`config.mk`:
```
export PLATFORM = sky130hd
export DESIGN_NAME = pe_mac_stage
export DESIGN_NICKNAME = d
export VERILOG_FILES = /design/src/rtl/npu_pkg.sv /design/src/rtl/regN.sv /design/src/rtl/pe_mac_stage.sv
export SDC_FILE = /design/constraint.sdc
export NUM_CORES = 1
export LEC_CHECK = 0
export ABC_CLOCK_PERIOD_IN_PS = 4600
export BUFFER_PORTS_ARGS = -buffer_cell sky130_fd_sc_hd__buf_4
export CORE_MARGIN = 2
export CORE_UTILIZATION = 56
export CTS_BUF_LIST = sky130_fd_sc_hd__clkbuf_8
export DETAILED_ROUTE_END_ITERATION = 6
export GPL_TIMING_DRIVEN = 0
export PLACE_DENSITY = 0.88
export SLEW_MARGIN = 40
export SYNTH_ARGS = -nofsm -noshare
export SYNTH_HDL_FRONTEND = slang
export SYNTH_SLANG_ARGS = --single-unit
```
`constraint.sdc`:
```
create_clock -name clk -period 4.6 [get_ports clk]
set_clock_uncertainty 0.15 [all_clocks]
set_input_delay 0.46 -clock clk [delete_from_list [all_inputs] [get_ports clk]]
set_output_delay 0.46 -clock clk [all_outputs]
set_load 0.02 [all_outputs]
```
`src/rtl/npu_pkg.sv`:
```
// Shared types and helpers for the NPU processing-element datapath.
package npu_pkg;

  localparam int DEF_DATA_W = 8;
  localparam int DEF_ACC_W  = 24;
  localparam int EXT_W      = 64;

  typedef enum logic {
    IDLE = 1'b0,
    ACC  = 1'b1
  } pe_state_t;

  // Sign-extend the low pw bits of p across the full EXT_W word.
  function automatic logic [EXT_W-1:0] sext_prod(input logic [EXT_W-1:0] p, input int pw);
    logic [EXT_W-1:0] m;
    m = {EXT_W{1'b1}} << pw;
    return p[6'(pw - 1)] ? (p | m) : (p & ~m);
  endfunction

endpackage

```
`src/rtl/regN.sv`:
```
// Generic enabled register with synchronous active-high clear.
module regN #(
  parameter int W = 8
) (
  input  logic         clk,
  input  logic         rst,
  input  logic         en,
  input  logic [W-1:0] d,
  output logic [W-1:0] q
);

  always_ff @(posedge clk) begin
    if (rst)     q <= '0;
    else if (en) q <= d;
  end

endmodule

```
`src/rtl/pe_mac_stage.sv`:
```
// Output-stationary MAC stage: product register, accumulator FSM and result buffer.
//
//   state | meaning
//   ------+--------------------------------------------------------------
//   IDLE  | no dot product open; next valid product starts a new sum
//   ACC   | dot product open; products accumulate until a last beat
module pe_mac_stage import npu_pkg::*; #(
  parameter int DATA_W = DEF_DATA_W,
  parameter int ACC_W  = DEF_ACC_W,
  parameter int CNT_W  = 8
) (
  input  logic              clk,
  input  logic              rst,
  input  logic              in_valid,
  output logic              in_ready,
  input  logic              in_first,
  input  logic              in_last,
  input  logic [DATA_W-1:0] a_in,
  input  logic [DATA_W-1:0] b_in,
  output logic [DATA_W-1:0] a_out,
  output logic [DATA_W-1:0] b_out,
  output logic              fwd_valid,
  output logic              out_valid,
  input  logic              out_ready,
  output logic [ACC_W-1:0]  out_data,
  output logic [CNT_W-1:0]  out_count
);

  localparam int PROD_W = 2 * DATA_W;
  localparam logic [CNT_W-1:0] CNT_MAX = '1;

  if (ACC_W < PROD_W) begin : g_width_check
    $error("pe_mac_stage: ACC_W must be at least 2*DATA_W");
  end

  logic stall, accept;
  logic signed [PROD_W-1:0] a_ext, b_ext;
  logic [PROD_W-1:0] p1;
  logic v1, first1, last1;
  logic [ACC_W-1:0] p1_acc, acc, acc_nxt;
  logic [CNT_W-1:0] cnt, cnt_nxt;
  logic done;
  pe_state_t state, state_nxt;

  // Everything freezes while a finished result waits for the consumer.
  assign stall    = out_valid & ~out_ready;
  assign in_ready = ~stall;
  assign accept   = in_valid & in_ready;

  assign a_ext  = {{DATA_W{a_in[DATA_W-1]}}, a_in};
  assign b_ext  = {{DATA_W{b_in[DATA_W-1]}}, b_in};
  assign p1_acc = ACC_W'(sext_prod(EXT_W'(p1), PROD_W));

  regN #(.W(DATA_W)) u_a_fwd (.clk(clk), .rst(rst), .en(accept), .d(a_in), .q(a_out));
  regN #(.W(DATA_W)) u_b_fwd (.clk(clk), .rst(rst), .en(accept), .d(b_in), .q(b_out));

  always_ff @(posedge clk) begin
    if (rst) fwd_valid <= 1'b0;
    else     fwd_valid <= accept;
  end

  // S1: product register
  always_ff @(posedge clk) begin
    if (rst) begin
      v1     <= 1'b0;
      p1     <= '0;
      first1 <= 1'b0;
      last1  <= 1'b0;
    end else if (!stall) begin
      v1 <= accept;
      if (accept) begin
        p1     <= a_ext * b_ext;
        first1 <= in_first;
        last1  <= in_last;
      end
    end
  end

  always_ff @(posedge clk) begin
    if (rst)         state <= IDLE;
    else if (!stall) state <= state_nxt;
  end

  always_comb begin
    state_nxt = state;
    case (state)
      IDLE:    if (v1 && !last1) state_nxt = ACC;
      ACC:     if (v1 && last1)  state_nxt = IDLE;
      default: state_nxt = IDLE;
    endcase
  end

  always_comb begin
    acc_nxt = acc;
    cnt_nxt = cnt;
    if (v1) begin
      if (state == IDLE || first1) begin
        acc_nxt = p1_acc;
        cnt_nxt = CNT_W'(1);
      end else begin
        acc_nxt = acc + p1_acc;
        cnt_nxt = (cnt == CNT_MAX) ? cnt : cnt + 1'b1;
      end
    end
  end

  // S2: accumulator; done flags a completed sum for the result buffer.
  always_ff @(posedge clk) begin
    if (rst) begin
      acc  <= '0;
      cnt  <= '0;
      done <= 1'b0;
    end else if (!stall) begin
      acc  <= acc_nxt;
      cnt  <= cnt_nxt;
      done <= v1 & last1;
    end
  end

  always_ff @(posedge clk) begin
    if (rst) begin
      out_valid <= 1'b0;
      out_data  <= '0;
      out_count <= '0;
    end else if (done && !stall) begin
      out_valid <= 1'b1;
      out_data  <= acc;
      out_count <= cnt;
    end else if (out_valid && out_ready) begin
      out_valid <= 1'b0;
    end
  end

endmodule

```
* Word level (Yosys, flattened, before mapping)
Index checks and enable logic that the tools add are counted.
Cells by class: reductions and logical operators 11, bitwise operators 6, add/subtract/negate cells 2, mux-type cells 9, eq/ne operators 2, $mul 1
Operators by type and width (count):
- $mux 24 | 2
- $add 24x24->24 | 1
- $mul 8x8->16 | 1
- $mux 8 | 2
- $add 8x1->8 const B | 1
- $eq 8x8->1 const B | 1
- $logic_and 1x1->1 | 4
- $mux 1 | 4
- $reduce_and 2->1 | 2
- $and 1x1->1 | 3
- $not 1->1 | 3
- $reduce_and 3->1 | 1
- $logic_not 1->1 | 2
- $ne 2x2->1 const B | 1
- $pmux 1 s2 | 1
- $reduce_bool 2->1 | 1
- $logic_or 1x1->1 | 1
Word-level totals: bits in registers 103, logic and storage cells 45, bits of input ports 22, output and inout port bits 51

* Depth between registers and ports, before layout
depth in word-level cells 5, depth in mapped cells 19, mapped depth without buffers 18

* Hierarchy
From an unflattened synthesis, not the netlist that was laid out.
Second synthesis, totals: cells, all modules 893, area, all modules 7473.4 um^2
By module, submodules not included:
- pe_mac_stage | cells an instance 841, area an instance 6902.9 um^2, times used 1
- regN | cells an instance 26, area an instance 285.3 um^2, times used 2

* Worst setup path after synthesis
OpenSTA, ideal clock, no wires.
kind input port to flip-flop, start point in b_in[4], end point reg p1[14], arrival time 4490 ps, library setup time 62 ps, slack -102 ps, cell stages on the path 18, cell sequence clkbuf_1 -> and2_1 -> fa_1 -> inv_1 -> fa_1 -> inv_1 -> fa_1 -> inv_1 -> fa_1 -> inv_1 -> ha_1 -> o21ai_0 -> a21oi_1 -> o21ai_0 -> a21boi_0 -> o2111ai_1 -> a2111o_1 -> nand3_1
Between the ends: cells in the longest elaborated chain, start to end 1
Ends and longest elaborated chain:
- start, declared | line pe_mac_stage.sv:19 | input logic [DATA_W-1:0] b_in,
- $mul 8x8->16 | line pe_mac_stage.sv:72 | p1 <= a_ext * b_ext;
- end signal, assigned | line pe_mac_stage.sv:72
- end, declared | line pe_mac_stage.sv:38 | logic [PROD_W-1:0] p1;
Every way passes these cells. A chain may end at the register's enable or synchronous reset.

* Worst setup path in the final report
start point in b_in[2], end point reg p1[15]
The elaborated chain is that of the path after synthesis.

==> impl_metrics.ini <==
[synth]
synth_edf_count = 0
synth_ff_type = dfxtp_1
syn_inst = 894
synth.distinct_cells = 57
ys_ff_latch = 103
synth_fp_nets = 1025
synth.avg_cell_area_um2 = 8.24
netlist_area_mm2 = 0.00736
async_flop_share = 0
synth_warnings = 0
synth_seq_area_share = 0.280

[sta]
min_period_over_period = 0.963
finalHoldViolCount = 0
setup_violations = 0
drv_slew = 0
setup_slack_ps = 169
rsz0062_at_grt = no
tightest_slew_ps = 713
fin_crit_ps = 4430
slew_headroom = 0.525
hold_ws_ps = 170
fmax_ghz = 0.226
finalSetupTns_ps = 0

[power_and_ir_drop]
irDropWorstVdd_uv = 236
powerDensity_mw_per_mm2 = 399
power_leakage_nw = 3.63
fin_total_pwr_mw = 3.32

[setup_path]
cpMostUsedCell = inv_1
critPathMaxFanout = 9
cp-end-kind = flop
crit_path_max_incr_delay_ps = 600
critPathRequiredTime_ps = 4750
crit_chain = clkbuf_2, nand2_2, inv_1, fa_2, inv_1, fa_1, inv_1, fa_1, inv_1, fa_1, inv_1, ha_2, and3_1, a21oi_1, a21oi_1, xnor2_1, a211oi_1
criticalPathCategory = in -> reg
startpoint_type = input pin
arrival_ps = 4580
slowest_stage = fa_2
rr_worst_depth = 11

[global_routing]
gr-total-overflow = 0
grt_pass1_wl_um = 30700
grt_start_max_net_pins = 17
antenna_found_initial = 0
grt_use_total = 0.269
grt_pass1_vias = 6584

[routing]
wire_per_inst_um = 16.3
antenna_left = 0
vias = 6591
vias_per_cell = 5.73
drc = 0
totalWireLength_um = 18700
first_iter_violations = 501
dr.pass1.iters = 5

[run_status]
status = finished, final reports clean

[die]
die_area_mm2 = 0.0141
die_h_um = 119
io_pins = 73
core_mm2 = 0.0127
core.rowCount = 41
start_util = 0.579
die_w_um = 119

[cells_and_area]
fin_util = 0.656
finalNonFillerCells = 1151
fin_nets = 1105
diodes = 0
fillCellCount = 1062
drive_above_1_share = 0.109
final_cell_area_mm2 = 0.00834
multiInputGateArea_mm2 = 0.00486
areaGrowthSynthToFinish_pct = 13.3
ff_latch_area_mm2 = 0.00206

[cts]
clock_latency_ps = 390
clockBufferDepth = 2
cts-root-buf = clkbuf_8
htreeDepth = 3
cts_made_buffers = 9
cts_tree = done
clk_pin_slew_ps = 90
cts.sinks = 103

[placement]
dp_hpwl_um = 14300
place_area_mm2 = 0.00808
dp_slack_ps = -485
placed_cells = 1133
numPortBuffers = 67
gp_congestion = 0.946

[run]
maxCapViolCount = 0

[hold_path]
hold_depth = 3
hold_path_class = in -> reg
[cell usage after synthesis, drive strengths merged, types with 2 or more instances]
cell type / number / area (um2)
and3: 7 / 43.8
a211oi: 11 / 82.6
and2: 42 / 265
o22ai: 3 / 18.8
o211ai: 4 / 35.0
nor4b: 5 / 43.8
clkbuf: 34 / 128
nand2b: 6 / 37.5
a41oi: 2 / 25.0
xor2: 10 / 87.6
a21boi: 2 / 15.0
nor3: 9 / 45.0
buf: 7 / 26.3
or3: 6 / 37.5
o21ai: 26 / 130
nor4: 2 / 12.5
o21bai: 4 / 30.0
a21o: 10 / 75.1
nand3: 10 / 50.1
mux2i: 3 / 30.0
a31oi: 5 / 31.3
o221a: 3 / 33.8
o21a: 7 / 52.6
nor3b: 5 / 37.5
inv: 87 / 327
dfxtp: 103 / 2060
a311oi: 9 / 78.8
o31a: 3 / 26.3
nor2b: 12 / 75.1
a21oi: 99 / 495
xnor2: 16 / 140
fa: 56 / 1120
ha: 53 / 663
nand4: 5 / 46.3
nand2: 172 / 646
nor2: 42 / 160
[cells in the final DEF, fill, tap and decap left out, types with 22 or more instances in the layout]
master,n
a21oi_1,99
fa_1,55
nor2_1,41
buf_4,69
ha_1,51
inv_1,89
nand2_1,171
o21ai_0,22
and2_1,41
dfxtp_1,103
clkbuf_1,29
[cell families after synthesis]
| family | Yosys count | synth area share |
|---|---|---|
| compound gates | 197 | 0.168 |
| xor+xnor | 26 | 0.0309 |
| fa+ha+maj | 109 | 0.242 |
| buf+inv | 129 | 0.0658 |
| flops | 103 | 0.280 |
| mux | 4 | 0.00561 |
| simple gates | 326 | 0.207 |
[area by class of cell]
class | instances | area share
multi-input cells | 662 | 0.582
plain buffers | 41 | 0.0192
clock inverters | 6 | 0.00750
repair buffers | 69 | 0.0621
inverters | 88 | 0.0396
clock buffers | 10 | 0.0165
well taps | 172 | 0.0258
flip-flops and latches | 103 | 0.247
[final timing paths]
path	to	slack (ps)	from
hold reg to reg	out_data[14]	310	out_data[14]
setup reg to reg	acc[22]	1780	p1[0]
hold / removal	first1	170	in_first
setup / recovery	p1[15]	170	b_in[2]
[sequential cells by signal (all words and copies together), names as in the netlist, named ones only]
signal / flops
acc: 24
out_data: 24
p1: 16
cnt: 8
out_count: 8
u_a_fwd.q: 8
u_b_fwd.q: 8
done: 1
first1: 1
fwd_valid: 1
last1: 1
out_valid: 1
v1: 1
[routing by layer]
layer,vias to the layer above,wire length (um),GRT usage
li1,3137,-,-
met1,3152,8000,0.341
met2,255,8730,0.439
met3,47,1470,0.0632
met4,0,511,0.119
met5,-,0,0
[where the power goes]
group / total, mW / internal (mW) / switching (mW)
sequential: 1.04 / 0.961 / 0.0791
combinational: 1.70 / 0.732 / 0.969
clock: 0.584 / 0.265 / 0.319
total: 3.32 / 1.96 / 1.37
[repair_timing]
item | 4_1_cts | 5_1_grt
endpoints found under the setup margin | 2 | 5
resized for setup | 3 | 17
buffers inserted | 0 | 2
pin swaps | 0 | 2
hold buffers | 0 | 0
[worst max-delay path, delay by kind of cell]
| kind | cells | cell delay (ps) |
|---|---|---|
| adder cells (fa/ha/maj) | 5 | 2570 |
| buffers and inverters | 6 | 560 |
| AO/OA/AOI/OAI | 3 | 510 |
| AND/OR/NAND/NOR | 2 | 350 |
| XOR/XNOR | 1 | 120 |
Note: power is estimated with default switching activity, not from simulation.
